===== config.mk =====
export PLATFORM = sky130hd
export DESIGN_NAME = alu_ctrl_seq
export DESIGN_NICKNAME = d
export VERILOG_FILES = /design/src/rtl/alu_ctrl_seq.sv
export SDC_FILE = /design/constraint.sdc
export NUM_CORES = 1
export LEC_CHECK = 0
export CAP_MARGIN = 10
export CORE_MARGIN = 5
export CORE_UTILIZATION = 50
export DETAILED_ROUTE_END_ITERATION = 6
export PLACE_DENSITY = 0.9
export SLEW_MARGIN = 20
export SYNTH_ARGS = -nofsm -noshare
export SYNTH_HDL_FRONTEND = slang
export SYNTH_SLANG_ARGS = --single-unit

===== constraint.sdc =====
create_clock -name clk -period 4.5 [get_ports clk]
set_clock_uncertainty 0.05 [all_clocks]
set_input_delay 0.9 -clock clk [delete_from_list [all_inputs] [get_ports clk]]
set_output_delay 0.9 -clock clk [all_outputs]
set_load 0.03 [all_outputs]

===== src/rtl/alu_ctrl_seq.sv =====
// alu_ctrl_seq: instruction sequencer / decoder for the SIAA accumulator ALU.
//
// Fetches 9-bit instructions, holds them in ir, and exposes the ALU control
// fields straight from ir. It also issues the accumulator, register-file and
// data-memory strobes, and moves the PC using the ALU branch flag.
//
// Ports
//   clk, rst_n       rising-edge clock, async active-low reset
//   start            begin/restart at PC 0 (honoured only in IDLE/HALT)
//   instr_req/addr   fetch handshake out; instr_ack/instr in
//   type_code..      decode fields (0 in IDLE, otherwise sliced from ir)
//   alu_branch       branch-taken flag from the ALU
//   branch_tgt       jump target
//   acc_we, reg_we   single-cycle write strobes
//   mem_req/mem_we   data-memory request; mem_ack completes it
//   done             sticky halt flag
//   pc               current PC
//   retired          saturating count of completed instructions
module alu_ctrl_seq #(
  parameter int PCW  = 10,
  parameter int CNTW = 16
) (
  input  logic            clk,
  input  logic            rst_n,
  input  logic            start,
  output logic            instr_req,
  output logic [PCW-1:0]  instr_addr,
  input  logic            instr_ack,
  input  logic [8:0]      instr,
  output logic            type_code,
  output logic [3:0]      r_op,
  output logic [2:0]      i_op,
  output logic [4:0]      imm,
  output logic [3:0]      reg_sel,
  input  logic            alu_branch,
  input  logic [PCW-1:0]  branch_tgt,
  output logic            acc_we,
  output logic            reg_we,
  output logic            mem_req,
  output logic            mem_we,
  input  logic            mem_ack,
  output logic            done,
  output logic [PCW-1:0]  pc,
  output logic [CNTW-1:0] retired
);

  typedef enum logic [2:0] {IDLE, FETCH, EXEC, MEM, HALT} state_t;

  localparam logic [3:0] OP_LW  = 4'b1000;
  localparam logic [3:0] OP_SW  = 4'b1001;
  localparam logic [3:0] OP_BR  = 4'b1100;
  localparam logic [3:0] OP_J   = 4'b1101;
  localparam logic [3:0] OP_SET = 4'b1110;

  state_t          state, stateNext;
  logic [8:0]      ir, irNext, irVis;
  logic [PCW-1:0]  pcNext, pcInc;
  logic [CNTW-1:0] retiredNext;
  logic            doneNext;
  logic            retire;

  always_ff @(posedge clk or negedge rst_n) begin
    if (!rst_n) begin
      state   <= IDLE;
      pc      <= '0;
      ir      <= '0;
      retired <= '0;
      done    <= 1'b0;
    end else begin
      state   <= stateNext;
      pc      <= pcNext;
      ir      <= irNext;
      retired <= retiredNext;
      done    <= doneNext;
    end
  end

  // Decode fields track ir everywhere except IDLE, so they stay stable
  // through EXEC/MEM and show the previous instruction during FETCH.
  assign irVis     = (state == IDLE) ? 9'd0 : ir;
  assign type_code = irVis[8];
  assign r_op      = irVis[7:4];
  assign i_op      = irVis[7:5];
  assign imm       = irVis[4:0];
  assign reg_sel   = irVis[3:0];

  assign instr_addr = pc;
  assign pcInc      = pc + PCW'(1);   // natural wrap at 2^PCW

  always_comb begin
    stateNext   = state;
    pcNext      = pc;
    irNext      = ir;
    doneNext    = done;
    retiredNext = retired;
    retire      = 1'b0;
    instr_req   = 1'b0;
    mem_req     = 1'b0;
    mem_we      = 1'b0;
    acc_we      = 1'b0;
    reg_we      = 1'b0;

    case (state)
      IDLE: begin
        if (start) begin
          pcNext      = '0;
          retiredNext = '0;
          stateNext   = FETCH;
        end
      end

      FETCH: begin
        instr_req = 1'b1;
        if (instr_ack) begin
          irNext    = instr;
          stateNext = EXEC;
        end
      end

      EXEC: begin
        // Most instructions complete here and fall through to the next PC;
        // the cases below only override what differs.
        retire    = 1'b1;
        pcNext    = pcInc;
        stateNext = FETCH;
        if (!ir[8]) begin
          case (ir[7:4])
            OP_SET: reg_we = 1'b1;
            OP_LW, OP_SW: begin
              retire    = 1'b0;   // counted on mem_ack instead
              pcNext    = pc;
              stateNext = MEM;
            end
            OP_BR:   pcNext = alu_branch ? branch_tgt : pcInc;
            OP_J:    pcNext = branch_tgt;
            default: acc_we = 1'b1;
          endcase
        end else begin
          case (ir[7:5])
            3'b110: ;             // NOP
            3'b111: begin
              if (ir[4:0] == 5'b11111) begin
                pcNext    = pc;
                doneNext  = 1'b1;
                stateNext = HALT;
              end
            end
            default: acc_we = 1'b1;
          endcase
        end
      end

      MEM: begin
        mem_req = 1'b1;
        mem_we  = (ir[7:4] == OP_SW);
        if (mem_ack) begin
          acc_we    = (ir[7:4] == OP_LW);
          retire    = 1'b1;
          pcNext    = pcInc;
          stateNext = FETCH;
        end
      end

      HALT: begin
        if (start) begin
          doneNext    = 1'b0;
          pcNext      = '0;
          retiredNext = '0;
          stateNext   = FETCH;
        end
      end

      default: stateNext = IDLE;
    endcase

    if (retire && (retired != {CNTW{1'b1}}))
      retiredNext = retired + CNTW'(1);
  end

endmodule


==> summary.txt, run 1 <==
STA
  – Final hold violations: 0
  – Max-slew headroom: 0.282
  – Upper clock frequency limit: 0.295 GHz
  – Final period util: 0.752
  – Final min period: 3.39 ns
  – Worst slew pin tran: 1.08 ns
  – Total Neg Setup Slack: 0 ns
  – Final setup violation count: 0
  – RSZ-0062 raised after global routing: false
  – Slew Viols, Final: 0

Floorplan
  – Top Ports: 84
  – Initial core utilization: 0.522
  – Core area: 0.00479 mm^2
  – Rows: 25
  – Die Footprint: 0.00651 mm^2
  – Die Span Y: 80.7 um
  – Die Wd: 80.7 um

Power and ir drop
  – Comb pwr share: 0.600
  – Net switching power: 1.11 mW
  – Internal: 1.19 mW
  – Sw Ratio: 0.483
  – Peak VDD IR: 482 uV
  – Clock power frac: 0.133
  – Sequential fraction of design power: 0.267
  – Pleak: 1.27 nW
  – Power density cells: 690 mW/mm^2

Clock tree
  – Clk sink count: 39
  – CTS buffer count: 5
  – Clock Latency Late Sink: 0.29 ns
  – Cts repair resizes: 0
  – Clock transition at the registers of the reported paths: 0.08 ns
  – CTS tree: yes
  – Root buf cell: clkbuf_8
  – Hold buffers post-CTS: 0
  – Max Root-Sink Buffers: 2
  – Setup Buffers After CTS: 0
  – H-Tree Depth: 2

GRT
  – Vias in the first global route: 2291
  – First-pass GRT wire length: 10800 um
  – GR Util All Layers: 0.210
  – Total gr overflow: 0
  – Antenna violations before repair: 0
  – Largest net degree at the start of global routing: 40

Placed design
  – Placer Congestion: 0.878
  – HPWL after DPL: 4710 um
  – PortBufs: 83

Critical path
  – CP Launch Type: flop
  – Critical Path RT: 3.55 ns
  – Arrival time worst endpoint: 2.44 ns
  – Critical path class: flop to primary output
  – CP endpoint kind: primary output
  – Chain of cells forming the critical path: nor3b_2, nand4_1, nor3_1, clkdlybuf4s50_1
  – Slowest CP cell: clkdlybuf4s50_1
  – Max incr delay on CP: 0.71 ns
  – CP max FO: 9

Layout
  – Share of cells above drive strength 1: 0.0831
  – Most frequent cells in the layout: clkdlybuf4s50_1, dfrtp_1, nand2_1, o21ai_0, nor2_1
  – Most common cell after layout, fill and taps aside: clkdlybuf4s50_1
  – # diodes: 0
  – Layout area overhead: 33.0%
  – Fill count: 392
  – Util after Layout: 0.695
  – NumNets Final: 363

Routing
  – Routed Wire Length: 6590 um
  – Post-DRT Antenna Nets: 0
  – Drt drc: 0
  – First drt pass iteration count: 4
  – Drt via density: 5.90
  – Wire per inst: 16.3 um
  – 1st-iter DRT viols: 87
  – Via count: 2382

Worst hold path
  – Hold Path Class: flop to flop

Logic synthesis
  – Register area share after synthesis: 0.390
  – Prevailing post-synth register cell: dfrtp_1
  – FF+latch count, synth: 39
  – Mean Syn Cell Area: 9.06 um^2
  – Post-synth EDFFs: 0
  – Warnings, synthesis: 0
  – Cells after Synth: 276
  – Syn Std Cell Area: 0.00250 mm^2
  – Mapped Nets: 303
  – Distinct cells, synth: 51
  – Fraction of registers with async set/reset: 1.00

Status
  – Status: finished, final reports clean

Run
  – Maxcap violations: 0
-- flip-flops by register name (all words and copies together) (netlist names) --
signal	cells
retired	16
ir	9
instr_addr	10
state	3
done	1
-- cells by family after synthesis --
group,Yosys count,share of synthesized area
and+or+nand+nor,103,0.219
buffers and inverters,40,0.0991
xor gates and xnor gates,3,0.0105
muxes,10,0.0445
AOI/OAI and AO/OA,79,0.227
DFF,39,0.390
adders and majority gates,2,0.0100
-- critical path: cells and delay by family (launching register included) --
kind                   cells  cell delay (ns)
AND/OR/NAND/NOR            3             0.91
flip-flops                 1             0.51
buffers and inverters      1             0.71
-- area by class of cell --
| cell class | instances | area (um^2) | area share |
|---|---|---|---|
| clock buffers | 6 | 82.6 | 0.0248 |
| clock inverters | 2 | 35.0 | 0.0105 |
| inverters | 10 | 37.5 | 0.0113 |
| multi-input cells | 197 | 1280 | 0.386 |
| flip-flops and latches | 39 | 976 | 0.293 |
| well taps | 67 | 83.8 | 0.0252 |
| repair buffers | 83 | 826 | 0.248 |
-- final timing paths --
check	from	endpoint	slack [ns]	cells after the start
hold reg to reg	ir[2]	ir[2]	0.47	1
max in group asynchronous	rst_n	retired[13]	3.16	1
setup / recovery	state[1]	reg_we	1.11	4
setup reg to reg	state[1]	instr_addr[9]	1.82	7
hold / removal	ir[2]	ir[2]	0.47	1
min in group asynchronous	rst_n	instr_addr[8]	0.66	1
-- per-stage QoR --
stage / worst slack, ns / hold WS, ns / power (mW) / area, um^2 / std cells
finish: 1.11 / 0.475 / 2.29 / 3330 / 404
global route: 0.957 / 0.498 / 2.43 / 3330 / 404
CTS: 1.10 / 0.481 / 2.30 / 3320 / 404
detailed placement: 1.19 / 0.463 / 1.99 / 3200 / 396
global placement: 1.20 / 0.446 / 1.95 / 3200 / 396
floorplan: 1.80 / 0.437 / 1.60 / 2500 / 276
-- power by group through the flow --
stage / sequential (mW) / clock [mW] / combinational, mW
global route: 0.637 / 0.323 / 1.47
finish: 0.612 / 0.305 / 1.38
detailed placement: 0.614 / 0 / 1.37
global placement: 0.605 / 0 / 1.34
CTS: 0.608 / 0.312 / 1.38
floorplan: 0.654 / 0 / 0.942
-- routing by layer --
| layer | up-vias | share of wire | global-route usage |
|---|---|---|---|
| li1 | 1130 | - | - |
| met2 | 106 | 0.48 | 0.356 |
| met5 | - | 0 | 0 |
| met1 | 1135 | 0.42 | 0.267 |
| met3 | 11 | 0.084 | 0.0527 |
| met4 | 0 | 0.015 | 0.0591 |
-- Yosys cell counts (all sizes together) (3+ instances only) --
cell | n | area, um^2
nor2b | 10 | 62.6
and3 | 6 | 37.5
inv | 10 | 37.5
nand4 | 4 | 25.0
a22oi | 4 | 43.8
a21oi | 12 | 71.3
nand2 | 29 | 109
buf | 26 | 194
a32oi | 4 | 35.0
nor4 | 4 | 43.8
nor2 | 18 | 67.6
o2bb2ai | 5 | 43.8
nor3 | 8 | 40.0
and4 | 3 | 26.3
nand3 | 13 | 65.1
clkbuf | 4 | 16.3
o21ai | 20 | 100
a32o | 3 | 30.0
a31oi | 9 | 56.3
a41oi | 5 | 43.8
dfrtp | 39 | 976
a2bb2oi | 4 | 35.0
mux2 | 9 | 101
Power figures use the tool's default switching activity.
==> inputs of run 2 (changes only) <==
Settings changed: CORE_UTILIZATION 50 to 42, PLACE_DENSITY 0.9 to 0.81.
Clock period 4.5 ns to 2.79 ns, I/O delays scaled along.
==> run 2 against run 1 <==
  * Hold slack worse by 0.15 ns
  * Largest power group unchanged
  * Routed wire length about the same
  * Critical path depth up 1
  * Via count up 1.8%
  * Non-clock buffer count up 11
  * Largest cell class unchanged
  * Sequential power up 57%
  * Sequential cell count unchanged
  * Die area up 17%
  * Setup slack worse by 1.0 ns
==> summary.txt, run 2 (synthesis results as in run 1) <==
Placed design
  – HPWL after DPL: 4820 um (+2.3%)
  – Placer Congestion: 0.845 (-3.8%)
  – Place WS: 0.327 ns (-0.863 ns)
  – PortBufs: 83 (unchanged)
  – Area post-placement: 0.00329 mm^2 (+2.9%)

Status
  – Status: finished, final reports clean

STA
  – RSZ-0062 raised after global routing: false
  – Max-slew headroom: 0.325 (+0.0432)
  – Final min period: 2.69 ns
  – Upper clock frequency limit: 0.372 GHz
  – Final worst setup slack: 0.103 ns (-1.01 ns)
  – Final setup violation count: 0 (unchanged)
  – Slew Viols, Final: 0 (unchanged)
  – Total Neg Setup Slack: 0 ns (unchanged)
  – Final hold violations: 0 (unchanged)
  – Worst slew pin tran: 1.01 ns (-0.0649 ns)
  – Final period util: 0.963
  – Worst hold margin: 0.325 ns (-0.150 ns)

Routing
  – Post-DRT Antenna Nets: 0 (unchanged)
  – First drt pass iteration count: 4 (unchanged)
  – Routed Wire Length: 6580 um (about the same)
  – Via count: 2424 (+1.8%)
  – Drt via density: 5.73 (-2.8%)
  – 1st-iter DRT viols: 154 (+77%)
  – Wire per inst: 15.6 um (-4.5%)
  – Drt drc: 0 (unchanged)

Critical path
  – Largest delay share family, worst path: buffers and inverters
  – Reg2reg path depth: 9 (+2)
  – Crit path launch: state[0]
  – CP Launch Type: flop
  – R2R Path End: retired[5]
  – Slowest CP cell: clkdlybuf4s50_1
  – Chain of cells forming the critical path: or2_2, nor2_1, buf_4, nor2b_1, clkdlybuf4s50_1
  – Arrival time worst endpoint: 2.08 ns (-0.36 ns)
  – Worst r2r src: state[1]
  – Critical path class: flop to primary output
  – CP max FO: 9 (unchanged)
  – Buf/Inv on CP: 2 (+1)
  – Critical Path RT: 2.18 ns (-1.37 ns)
  – Max incr delay on CP: 0.58 ns (-0.13 ns)
  – CP endpoint kind: primary output
  – Setup slack, reg-to-reg: 0.43 ns (-1.39 ns)

Clock tree
  – CTS buffer count: 5 (unchanged)
  – Cts repair resizes: 1 (+1)
  – H-Tree Depth: 2 (unchanged)
  – Clk sink count: 39 (unchanged)
  – Setup Buffers After CTS: 0 (unchanged)
  – Root buf cell: clkbuf_8
  – Clock transition at the registers of the reported paths: 0.08 ns (about the same)
  – Clock Latency Late Sink: 0.29 ns (about the same)
  – CTS tree: yes
  – Hold buffers post-CTS: 0 (unchanged)
  – Max Root-Sink Buffers: 2 (unchanged)

GRT
  – Antenna violations before repair: 0 (unchanged)
  – Total gr overflow: 0 (unchanged)
  – Vias in the first global route: 2349 (+2.5%)
  – Largest net degree at the start of global routing: 40 (unchanged)
  – First-pass GRT wire length: 10800 um (+0.13%)
  – GR Util All Layers: 0.176 (-0.0346)

Floorplan
  – Die Footprint: 0.00760 mm^2 (+17%)
  – Rows: 28 (+12%)
  – Die Wd: 87.2 um (+8.0%)
  – Initial core utilization: 0.427 (-0.0951)
  – Die Span Y: 87.2 um (+8.0%)
  – Top Ports: 84 (unchanged)
  – Core area: 0.00585 mm^2 (+22%)

Layout
  – Top reg by flops: retired
  – Design Area, Final: 0.00346 mm^2 (+3.9%)
  – Most frequent cells in the layout: clkdlybuf4s50_1, dfrtp_1, nand2_1, dlymetal6s2s_1
  – # diodes: 0 (unchanged)
  – Largest register FFs: 16 (unchanged)
  – Multi-input gate area: 0.00128 mm^2 (-0.68%)
  – Fill count: 505 (+29%)
  – Most common cell after layout, fill and taps aside: clkdlybuf4s50_1
  – Layout area overhead: 38.2%
  – Sequential cell area: 976 um^2 (unchanged)
  – NumNets Final: 374 (+3.0%)
  – Share of cells above drive strength 1: 0.112 (+0.0290)

Power and ir drop
  – Pleak: 1.59 nW (+25%)
  – Power density cells: 1090 mW/mm^2 (+57%)
  – Peak VDD IR: 532 uV (+10%)
  – Total Power: 3.75 mW (+64%)

Run
  – Maxcap violations: 0 (unchanged)

Worst hold path
  – Hold Path Class: primary input to asynchronous set/reset pin
[run 2: layer usage]
| metal | share of wire | wire (um) | up-vias | global-route usage |
|---|---|---|---|---|
| met1 | 0.43 | 2810 | 1188 | 0.231 |
| met3 | 0.078 | 513 | 9 | 0.0473 |
| met5 | 0 | 0 | - | 0 |
| li1 | - | - | 1152 | - |
| met2 | 0.49 | 3210 | 75 | 0.288 |
| met4 | 0.0065 | 43 | 0 | 0.0432 |
[run 2: per-stage QoR]
stage	cells	util
2_1_floorplan	276	-
3_3_place_gp	415	0.563
3_5_place_dp	415	0.563
4_1_cts	423	0.583
5_1_grt	423	0.591
6_report	423	0.591
[run 2: how the worst max path moves through the flow]
stage,end,cells past startpoint,slack [ns]
final,type_code,5,0.10
after global routing,type_code,5,0.01
after CTS,acc_we,5,0.05
after detailed placement,acc_we,3,0.33
after global placement,acc_we,3,0.33
after floorplan,mem_we,4,0.43
[run 2: cell type report]
class                           instances  share of cell area
Sequential cell                        39               0.282
Clock inverter                          2              0.0101
Inverter                               10              0.0109
Clock buffer                            6              0.0239
Timing Repair Buffer                   94               0.276
Multi-Input combinational cell        197               0.369
Tap cell                               75              0.0272
[run 2: power breakdown]
| part | internal, mW | switching, mW | total (mW) |
|---|---|---|---|
| clock | 0.290 | 0.204 | 0.493 |
| combinational | 0.942 | 1.35 | 2.30 |
| sequential | 0.728 | 0.232 | 0.960 |
==> inputs of run 3 (changes only) <==
Settings changed: GPL_TIMING_DRIVEN set to 0.
==> run 3 against run 2 <==
  * Critical path depth is the same
  * Sequential cell count is the same
  * Combinational power grew 7%
  * Cell area grew 2.5%
  * First-iteration DRC count grew 1.9%
  * Sequential share of layout area shrank 0.70 points
  * Maximum frequency grew 1.7%
  * Hold slack lost 0.22 ns
  * Via count grew 2.6%
  * Setup slack gained 0.044 ns
  * Die area is the same
  * Core utilization grew 1.5 points
  * Largest power group unchanged
==> summary.txt, run 3 (synthesis results as in run 1) <==
Routing
  – First drt pass iteration count: 5 (+1)
  – Drt via density: 5.61 (-2.0%)
  – Drt drc: 0 (unchanged)
  – Via count: 2487 (+2.6%)
  – Wire per inst: 15.3 um (-1.7%)
  – Post-DRT Antenna Nets: 0 (unchanged)
  – 1st-iter DRT viols: 157 (+1.9%)
  – Routed Wire Length: 6780 um (+3.0%)

Placed design
  – Area post-placement: 0.00344 mm^2 (+4.5%)
  – Placer Congestion: 0.865 (+2.4%)
  – PortBufs: 83 (unchanged)
  – HPWL after DPL: 4970 um (+3.3%)
  – Place WS: -0.247 ns (-0.574 ns)
  – Placed insts: 435 (+4.8%)

Floorplan
  – Die Span Y: 87.2 um (unchanged)
  – Top Ports: 84 (unchanged)
  – Die Wd: 87.2 um (unchanged)
  – Core area: 0.00585 mm^2 (unchanged)
  – Die Footprint: 0.00760 mm^2 (unchanged)
  – Rows: 28 (unchanged)
  – Initial core utilization: 0.427 (unchanged)

STA
  – Final setup violation count: 0 (unchanged)
  – RSZ-0062 raised after global routing: false
  – Final min period: 2.64 ns (-0.0444 ns)
  – Worst slew pin tran: 0.987 ns (-0.0246 ns)
  – Max-slew headroom: 0.336 (+0.0109)
  – Upper clock frequency limit: 0.378 GHz (+1.7%)
  – Final worst setup slack: 0.148 ns (+0.0444 ns)
  – Slew Viols, Final: 0 (unchanged)
  – Final period util: 0.947 (-0.0159)
  – Total Neg Setup Slack: 0 ns (unchanged)
  – Final hold violations: 0 (unchanged)

Critical path
  – CP endpoint kind: primary output
  – Critical path class: flop to primary output
  – Max incr delay on CP: 0.42 ns (-0.16 ns)
  – Reg2reg path depth: 6 (-3)
  – Crit path launch: state[2]
  – CP Launch Type: flop
  – Worst r2r src: state[0]
  – Slowest CP cell: dlygate4sd2_1
  – R2R Path End: instr_addr[2]
  – Setup slack, reg-to-reg: 0.32 ns (-0.11 ns)
  – Critical Path RT: 2.18 ns (about the same)
  – Chain of cells forming the critical path: buf_2, nor3b_4, nand4_1, nor3_1, dlygate4sd2_1
  – Arrival time worst endpoint: 2.03 ns (-0.05 ns)
  – CP max FO: 10 (+1)

Power and ir drop
  – Total Power: 3.83 mW (+2.2%)
  – Peak VDD IR: 550 uV (+3.3%)
  – Power density cells: 1080 mW/mm^2 (-0.29%)
  – Pleak: 1.49 nW (-6.4%)

Layout
  – Design Area, Final: 0.00354 mm^2 (+2.5%)
  – Layout area overhead: 41.7%
  – Fill count: 517 (+2.4%)
  – Most common cell after layout, fill and taps aside: clkdlybuf4s50_1
  – Most frequent cells in the layout: clkdlybuf4s50_1, dfrtp_1, nand2_1, dlygate4sd2_1
  – Non-Filler Instances: 443 (+4.7%)
  – Largest register FFs: 16 (unchanged)
  – NumNets Final: 394 (+5.3%)
  – Share of cells above drive strength 1: 0.158 (+0.0455)
  – Top reg by flops: retired
  – # diodes: 0 (unchanged)

GRT
  – GR Util All Layers: 0.183 (+0.00711)
  – Total gr overflow: 0 (unchanged)
  – Vias in the first global route: 2336 (-0.55%)
  – First-pass GRT wire length: 11200 um (+3.2%)
  – Largest net degree at the start of global routing: 27 (-33%)
  – Antenna violations before repair: 0 (unchanged)

Clock tree
  – CTS buffer count: 5 (unchanged)
  – Clk sink count: 39 (unchanged)
  – Hold buffers post-CTS: 0 (unchanged)
  – H-Tree Depth: 2 (unchanged)
  – CTS tree: yes
  – Clock transition at the registers of the reported paths: 0.08 ns (about the same)
  – Max Root-Sink Buffers: 2 (unchanged)
  – Clock Latency Late Sink: 0.29 ns (about the same)
  – Root buf cell: clkbuf_8

Status
  – Status: finished, final reports clean

Worst hold path
  – Hold Path Class: primary input to asynchronous set/reset pin

Run
  – Maxcap violations: 0 (unchanged)
## run 3: changes by cell type in the layout (fill, tap and decap cells not counted), moves of 3 or more
cell | before | now
dlygate4sd2_1 | 1 | 19
dlymetal6s2s_1 | 19 | 1
buf_4 | 11 | 18
buf_2 | 1 | 6
buf_6 | 0 | 3
## run 3: layout make-up
cell class / count / area [um^2] / share of cell area
timing repair buffer: 84 / 825 / 0.233
clock buffer: 7 / 96.3 / 0.0272
clock inverter: 1 / 7.51 / 0.00212
multi-input combinational: 198 / 1300 / 0.367
buffer: 29 / 206 / 0.0583
sequential: 39 / 976 / 0.275
inverter: 10 / 37.5 / 0.0106
tap: 75 / 93.8 / 0.0265
## run 3: repair_timing
action	4_1_cts	5_1_grt
setup buffers	0	0
cloned	0	1
pin swaps	0	1
gates resized for setup	23	3
endpoints found under the setup margin	19	9
## run 3: routing by layer
metal,vias to the layer above,global-route usage,wire length (um)
met5,-,0,0
met4,0,0.0586,78
met3,9,0.0350,611
met2,113,0.292,3120
met1,1170,0.250,2970
li1,1195,-,-
## run 3: stage by stage
stage	hold slack, ns	util
after floorplan	0.212	-
after global placement	0.439	0.585
after detailed placement	0.430	0.588
after CTS	0.110	0.604
after global routing	0.119	0.606
final	0.110	0.606
## run 3: how the worst max path moves through the flow
| stage | end | slack [ns] | depth (start not counted) |
|---|---|---|---|
| after floorplan | mem_we | 0.43 | 4 |
| after global placement | reg_sel[1] | -0.18 | 7 |
| after detailed placement | reg_sel[0] | -0.25 | 7 |
| after CTS | reg_sel[0] | 0.02 | 7 |
| after global routing | acc_we | 0.02 | 6 |
| final | reg_we | 0.15 | 5 |
## run 3: power by group
group / internal, mW / leakage (nW) / switching, mW
Combinational: 1.02 / 0.924 / 1.43
Sequential: 0.728 / 0.514 / 0.219
Clock: 0.225 / 0.0505 / 0.210
## run 3: critical path: cells and delay by family (launching register included)
family,cells,cell delay [ns]
buffers and inverters,2,0.63
AND/OR/NAND/NOR,3,0.75
flip-flops,1,0.36
